[src/rtl/down_counter_2bit_pkg.sv]
// Shared constants for the 2-bit down counter.
// Width and default reset value live here.
package down_counter_2bit_pkg;
    localparam int CNT_W = 2;
    localparam logic [CNT_W-1:0] CNT_RST = 2'b11;
endpackage

[src/rtl/down_counter_2bit_cells.sv]
// Gate primitives and the storage element used by the counter.
// dff_sr: rising-edge D flop, synchronous active-high reset to rv_i.
module nandgate (
    input  logic a_i,
    input  logic b_i,
    output logic y_o
);
    assign y_o = ~(a_i & b_i);
endmodule

module notgate (
    input  logic a_i,
    output logic y_o
);
    assign y_o = ~a_i;
endmodule

module dff_sr (
    input  logic clk,
    input  logic rst_i,
    input  logic rv_i,
    input  logic d_i,
    output logic q_o,
    output logic qb_o
);
    logic q_q;
    logic q_d;

    assign q_d = rst_i ? rv_i : d_i;

    always_ff @(posedge clk) begin
        q_q <= q_d;
    end

    assign q_o  = q_q;
    assign qb_o = ~q_q;
endmodule

[src/rtl/down_counter_2bit.sv]
// 2-bit loadable down counter with borrow-out and wrap pulse,
// built from nand/not gates around three dff_sr flops.
module down_counter_2bit
    import down_counter_2bit_pkg::*;
#(
    parameter logic [CNT_W-1:0] RESET_VAL = CNT_RST
) (
    input  logic             clk,
    input  logic             rst,
    input  logic             en,
    input  logic             load,
    input  logic [CNT_W-1:0] d,
    output logic [CNT_W-1:0] q,
    output logic [CNT_W-1:0] qb,
    output logic             zero,
    output logic             bo,
    output logic             wrap
);
    logic [CNT_W-1:0] cnt_q;
    logic [CNT_W-1:0] cnt_qb;
    logic [CNT_W-1:0] cnt_d;
    logic [CNT_W-1:0] dec;
    logic [CNT_W-1:0] cnt_e;
    logic             en_n, load_n;
    logic             x_n, x_a, x_b, x_o;
    logic [CNT_W-1:0] me_a, me_b;
    logic [CNT_W-1:0] ml_a, ml_b;
    logic             z_n, ez_n, ez, bo_n;
    logic             wrap_q, wrap_qb, wrap_qbn, wrap_n;

    notgate u_en_n   (.a_i(en),   .y_o(en_n));
    notgate u_load_n (.a_i(load), .y_o(load_n));

    // Decrement: bit0 toggles, bit1 = q1 xnor q0
    assign dec[0] = cnt_qb[0];
    nandgate u_x0 (.a_i(cnt_q[1]), .b_i(cnt_q[0]), .y_o(x_n));
    nandgate u_x1 (.a_i(cnt_q[1]), .b_i(x_n),      .y_o(x_a));
    nandgate u_x2 (.a_i(cnt_q[0]), .b_i(x_n),      .y_o(x_b));
    nandgate u_x3 (.a_i(x_a),      .b_i(x_b),      .y_o(x_o));
    notgate  u_x4 (.a_i(x_o),      .y_o(dec[1]));

    for (genvar i = 0; i < CNT_W; i++) begin : g_bit
        nandgate u_me0 (.a_i(cnt_q[i]), .b_i(en_n),   .y_o(me_a[i]));
        nandgate u_me1 (.a_i(dec[i]),   .b_i(en),     .y_o(me_b[i]));
        nandgate u_me2 (.a_i(me_a[i]),  .b_i(me_b[i]), .y_o(cnt_e[i]));

        nandgate u_ml0 (.a_i(cnt_e[i]), .b_i(load_n), .y_o(ml_a[i]));
        nandgate u_ml1 (.a_i(d[i]),     .b_i(load),   .y_o(ml_b[i]));
        nandgate u_ml2 (.a_i(ml_a[i]),  .b_i(ml_b[i]), .y_o(cnt_d[i]));

        dff_sr u_ff (
            .clk  (clk),
            .rst_i(rst),
            .rv_i (RESET_VAL[i]),
            .d_i  (cnt_d[i]),
            .q_o  (cnt_q[i]),
            .qb_o (cnt_qb[i])
        );
    end

    nandgate u_z0  (.a_i(cnt_qb[1]), .b_i(cnt_qb[0]), .y_o(z_n));
    notgate  u_z1  (.a_i(z_n),       .y_o(zero));
    nandgate u_b0  (.a_i(en),        .b_i(zero),      .y_o(ez_n));
    notgate  u_b1  (.a_i(ez_n),      .y_o(ez));
    nandgate u_b2  (.a_i(ez),        .b_i(load_n),    .y_o(bo_n));
    notgate  u_b3  (.a_i(bo_n),      .y_o(bo));

    // A borrow-out edge is exactly a 0->3 decrement, so bo feeds wrap
    dff_sr u_wrap (
        .clk  (clk),
        .rst_i(rst),
        .rv_i (1'b0),
        .d_i  (bo),
        .q_o  (wrap_q),
        .qb_o (wrap_qb)
    );

    notgate  u_w0 (.a_i(wrap_qb), .y_o(wrap_qbn));
    nandgate u_w1 (.a_i(wrap_q),  .b_i(wrap_qbn), .y_o(wrap_n));
    notgate  u_w2 (.a_i(wrap_n),  .y_o(wrap));

    assign q  = cnt_q;
    assign qb = cnt_qb;
endmodule

[config.mk]
export PLATFORM = sky130hd
export DESIGN_NAME = down_counter_2bit
export DESIGN_NICKNAME = d
export VERILOG_FILES = /design/src/rtl/down_counter_2bit_pkg.sv /design/src/rtl/down_counter_2bit_cells.sv /design/src/rtl/down_counter_2bit.sv
export SDC_FILE = /design/constraint.sdc
export NUM_CORES = 1
export LEC_CHECK = 0
export ABC_AREA = 1
export BUFFER_PORTS_ARGS = -buffer_cell sky130_fd_sc_hd__buf_2
export CAP_MARGIN = 20
export CORE_AREA = 5 5 42 44
export DETAILED_ROUTE_END_ITERATION = 10
export DIE_AREA = 0 0 47 49
export GPL_TIMING_DRIVEN = 0
export SETUP_SLACK_MARGIN = 0.3
export SKIP_CTS_REPAIR_TIMING = 1
export SYNTH_ARGS = -nofsm -noshare
export SYNTH_HDL_FRONTEND = slang
export SYNTH_HIERARCHICAL = 1
export SYNTH_SLANG_ARGS = --single-unit
[constraint.sdc]
create_clock -name clk -period 1 [get_ports clk]
set_input_delay 0.1 -clock clk [delete_from_list [all_inputs] [get_ports clk]]
set_output_delay 0.1 -clock clk [all_outputs]
set_load 0.02 [all_outputs]
# Yosys cells after proc, flatten, opt, wreduce, memory -nomap -nowiden
# Cells that the tools add are included.
[classes]
n_bitwise = 38
[op_table]
columns = ["op", "count"]
rows = [
  ["1-bit AND", 19],
  ["1-bit inverter", 19],
]
[word_totals]
regBits = 3
out_inout_bits = 7
in_bits = 6
word_cells = 41

# Longest topological paths before layout
[logic_depth]
depth_word = 13
depth_mapped = 10
ltp_nobuf = 10

# Cells and area by module
# Netlist, hierarchy kept.
[by_module_without_submodules]
columns = ["mod", "area_each_um2", "cells_each", "instances", "seq_area_each_um2"]
rows = [
  ["dff_sr", 38.8, 6, 3, 20.0],
  ["nandgate", 3.8, 1, 20, 0.0],
  ["notgate", 3.8, 1, 8, 0.0],
  ["down_counter_2bit", 15.0, 3, 1, 0.0],
]

# Worst setup path before layout
# OpenSTA, ideal clock, no wires.
[synth_timing]
kind = "reg-to-reg"
startpoint = "register g_bit[1].u_ff.q_q"
endpoint = "register u_wrap.q_q (netlist: u_wrap/q_o)"
setup_ns = 0.113
n_path_buf = 0
stages_incl_launch_ff = 10
t_arrival_ns = 1.223
period_less_slack_ns = 1.336
setup_slack_ns = -0.336
path_cell_list = "dfxtp_1 -> inv_1 -> nand2_1 -> inv_1 -> nand2_1 -> inv_1 -> nand2_1 -> inv_1 -> nand2_1 -> nand2_1"
[synth_between]
elab_chain_len = 4
[synth_lines]
columns = ["element", "line_no", "text"]
rows = [
  ["start: declaration", "down_counter_2bit_cells.sv:26", "logic q_q;"],
  ["start signal: assignment", "down_counter_2bit_cells.sv:32", "q_q <= q_d;"],
  ["1-bit inverter", "down_counter_2bit_cells.sv:36", "assign qb_o = ~q_q;"],
  ["net qb[1]", "down_counter_2bit.sv:14", "output logic [CNT_W-1:0] qb,"],
  ["1-bit AND", "down_counter_2bit_cells.sv:8", "assign y_o = ~(a_i & b_i);"],
  ["net zero", "down_counter_2bit.sv:15", "output logic zero,"],
  ["1-bit AND", "down_counter_2bit_cells.sv:8", ""],
  ["net ez", "down_counter_2bit.sv:28", "logic z_n, ez_n, ez, bo_n;"],
  ["1-bit AND", "down_counter_2bit_cells.sv:8", ""],
  ["net bo", "down_counter_2bit.sv:16", "output logic bo,"],
  ["end signal: assignment", "down_counter_2bit_cells.sv:32", ""],
  ["end: declaration", "down_counter_2bit_cells.sv:26", ""],
]
# The timed path passes the listed nets, and every way through them passes these cells.
# A chain may end at the register's enable or synchronous reset.

# Worst setup path after layout
[layout_timing]
startpoint = "register g_bit[0].u_ff.q_q"
endpoint = "output port bo"
[layout_between]
elab_chain_len = 4
[layout_lines]
columns = ["element", "line_no", "text"]
rows = [
  ["start: declaration", "down_counter_2bit_cells.sv:26", ""],
  ["start signal: assignment", "down_counter_2bit_cells.sv:32", ""],
  ["1-bit inverter", "down_counter_2bit_cells.sv:36", ""],
  ["net dec[0]", "down_counter_2bit.sv:22", "logic [CNT_W-1:0] dec;"],
  ["1-bit AND (2 in a row)", "down_counter_2bit_cells.sv:8", ""],
  ["net ez", "down_counter_2bit.sv:28", ""],
  ["1-bit AND", "down_counter_2bit_cells.sv:8", ""],
  ["end: declaration", "down_counter_2bit.sv:16", ""],
]
# The timed path passes the listed nets, and every way through them passes these cells.

==> qor.tcl <==
set qor(timing.critical_path.from_type) {flip-flop}
set qor(average_size_of_a_mapped_cell_um2) 4.826
set qor(grt_setup_unrepaired) {true}
set qor(synth-seq-cells) 3
set qor(fin_skew_ns) 0.0007127
set qor(wire_length_of_the_first_global_routing_pass_um) 890
set qor(final.min_clock_period_ns) 1.127
set qor(cts_clk_pin_slew_worst_paths_ns) 0.03
set qor(sum_of_net_half_perimeters_after_detailed_placement_um) 432.9
set qor(antenna_found_initial) 0
set qor(final_report_hold_violation_count) 0
set qor(async_reset_ff_frac) 0
set qor(run_status) {complete, but fails checks}
set qor(yosys_warnings) 6
set qor(ys_top_cells_by_area) {sky130_fd_sc_hd__nand2_1, sky130_fd_sc_hd__dfxtp_1, sky130_fd_sc_hd__inv_1, sky130_fd_sc_hd__buf_4, sky130_fd_sc_hd__conb_1}
set qor(netlist-cell-type-count) 5
set qor(critical_path.endpoint_type) {output pin}
set qor(ports_placed_on_the_boundary) 13
set qor(synth_top_cells_by_count) {sky130_fd_sc_hd__nand2_1, sky130_fd_sc_hd__inv_1, sky130_fd_sc_hd__dfxtp_1}
set qor(place.detailed.instances) 78
set qor(htree_levels) 1
set qor(critical_path.cell_chain) {inv_4 > nand2_4 > inv_4 > nand2_2 > inv_2 > nand2_2 > inv_2 > buf_6}
set qor(critical-path-slowest-cell) {sky130_fd_sc_hd__dfxtp_4}
set qor(grt_max_degree) 7
set qor(p_leak_nw) 0.3040
set qor(chipHeight_um) 49
set qor(number_of_synthesized_flops_with_an_enable_pin) 0
set qor(detailedRoute.firstPassIterationCount) 2
set qor(clock_tree_from_tritoncts) {done}
set qor(track_usage) 0.05907
set qor(drcViolationCount) 0
set qor(hold_path.class) {input port to flip-flop}
set qor(power.density_nw_per_um2) 1222
set qor(dominantRegCellSynth) {sky130_fd_sc_hd__dfxtp_1}
set qor(buffer_ports.inserted) 12
set qor(design_area_um2) 465.4
set qor(violation_count_after_the_first_detailed_routing_iteration) 1
set qor(postLayoutSetupSlackWorst_ns) -0.1266
set qor(die-width_um) 47
set qor(syn-instance-count) 49
set qor(yosysMostFrequentCell) {sky130_fd_sc_hd__nand2_1}
set qor(synth_seq_area_share) 0.2540
set qor(cp.required_ns) 0.90
set qor(first_global_vias) 231
set qor(viasPerCell) 3.364
set qor(drive_gt1_frac) 0.5278
set qor(wl_per_cell_um) 6.557
set qor(cts_root_buffer) {sky130_fd_sc_hd__clkbuf_4}
set qor(area_growth_pct) 96.83
set qor(num_rows) 14
set qor(max_cap_viol_count) 0
set qor(grt-ovfl-total) 0
set qor(peakVddDrop_v) 0.0003292
set qor(num-nets-final) 79
set qor(arrival_ns) 1.03
set qor(die-area_um2) 2303
set qor(gpl.final_weighted_congestion) 0.7311
set qor(maximum_net_fanout_on_the_critical_path) 4
set qor(post-synth-top-area-cell) {sky130_fd_sc_hd__nand2_1}
set qor(n_antenna_cell) 0
set qor(synth.top_cell.area_share) 0.4603
set qor(drt-total-wl_um) 577
set qor(hold-worst-slack_ns) 0.1391
set qor(initial_utilization) 0.1688
set qor(clk_latency_ns) 0.23
set qor(path_buf_inv) 5
set qor(slew_violations) 0
set qor(cts_num_sinks) 3
set qor(cts-buffers-inserted) 3
set qor(setup_viol) 3
set qor(totalNegativeSetupSlack_ns) -0.3093
set qor(period_share) 1.127
set qor(timing.critical_path.slowest_cell_delay_ns) 0.35
set qor(syn-cell-area_um2) 236.5
set qor(floorplan.core_area_um2) 1401
set qor(setup.worst_path.class) {flip-flop to output pin}
set qor(final_antenna_net_count) 0
set qor(critPathTopFamily) {flip-flops}
set qor(fmaxAchievable_mhz) 887.6
set qor(filler_cell_count) 159
set qor(vias) 296
set qor(post_dp_cell_area_um2) 345.3
set qor(failing_checks) {setup timing}
set qor(max-clock-path-buffers) 2
set qor(post_layout_nonfiller_instances) 88
path summary, 6_finish.rpt:
| check | start | slack, ns | end | cells past startpoint |
|---|---|---|---|---|
| worst max-delay path | g_bit[0].u_ff/q_o$_DFF_P_ | -0.13 | bo | 8 |
| worst min register to register | g_bit[0].u_ff/q_o$_DFF_P_ | 0.69 | g_bit[0].u_ff/q_o$_DFF_P_ | 6 |
| worst min-delay path | rst | 0.14 | g_bit[1].u_ff/q_o$_DFF_P_ | 3 |
| worst max register to register | g_bit[1].u_ff/q_o$_DFF_P_ | -0.09 | g_bit[1].u_ff/q_o$_DFF_P_ | 11 |
placed cells by master (no fill, tap or decap):
cell type,instances
sky130_fd_sc_hd__inv_2,5
sky130_fd_sc_hd__nand2_2,4
sky130_fd_sc_hd__inv_4,2
sky130_fd_sc_hd__conb_1,3
sky130_fd_sc_hd__inv_1,6
sky130_fd_sc_hd__nand2_1,24
sky130_fd_sc_hd__nand2_4,1
sky130_fd_sc_hd__dfxtp_2,1
sky130_fd_sc_hd__clkbuf_1,1
sky130_fd_sc_hd__dfxtp_4,2
sky130_fd_sc_hd__clkinv_4,1
sky130_fd_sc_hd__buf_6,6
sky130_fd_sc_hd__clkbuf_4,3
sky130_fd_sc_hd__buf_4,7
sky130_fd_sc_hd__buf_2,6
area by class of cell:
| cell class | instances | area [µm²] | share of cell area |
|---|---|---|---|
| buffer | 1 | 7.507 | 0.01613 |
| clock buffer | 4 | 26.28 | 0.05645 |
| inverter | 14 | 62.56 | 0.1344 |
| multi-input combinational | 32 | 137.6 | 0.2957 |
| sequential | 3 | 68.82 | 0.1478 |
| tap | 16 | 20.02 | 0.04301 |
| timing repair buffer | 18 | 142.6 | 0.3065 |
per-layer routing:
| layer | wire (µm) | track usage | vias up |
|---|---|---|---|
| met5 | 0 | 0 | - |
| met4 | 0 | 0.08295 | 0 |
| met3 | 54 | 0.03321 | 0 |
| met2 | 296 | 0.06109 | 8 |
| met1 | 226 | 0.06565 | 114 |
| li1 | - | - | 174 |
tightest hold or removal path: cells and delay by family:
family	cells	cell delay, ns
buffers and inverters	1	0.13
AND/OR/NAND/NOR	2	0.11
sequential cells by signal, indices dropped and copies added (netlist names):
| name | cells |
|---|---|
| g_bit.u_ff/q_o | 2 |
| u_wrap/q_o | 1 |
cells by family (layout without fill, tap and decap cells):
kind of cell,count (synthesis),count (layout),share of synthesized area
simple gates,29,29,0.4603
flops,3,3,0.2540
other cells,2,3,0.03176
buf+inv,15,37,0.2540
metrics by stage:
step	utilization	total power (W)	setup WS (ns)
3_3_place_gp	0.2464	0.0002989	0.02009
5_1_grt	0.3321	0.0006280	-0.2050
2_1_floorplan	-	0.0002542	0.03690
3_5_place_dp	0.2464	0.0003006	0.01432
4_1_cts	0.2652	0.0005147	-0.2092
6_report	0.3321	0.0005686	-0.1266
power by group:
group / switching, W / total [W] / internal (W)
Clock: 0.0000573 / 0.000206 / 0.000149
Combinational: 0.000108 / 0.000215 / 0.000107
Sequential: 0.0000140 / 0.000147 / 0.000133
(Power assumes the default switching activity.)
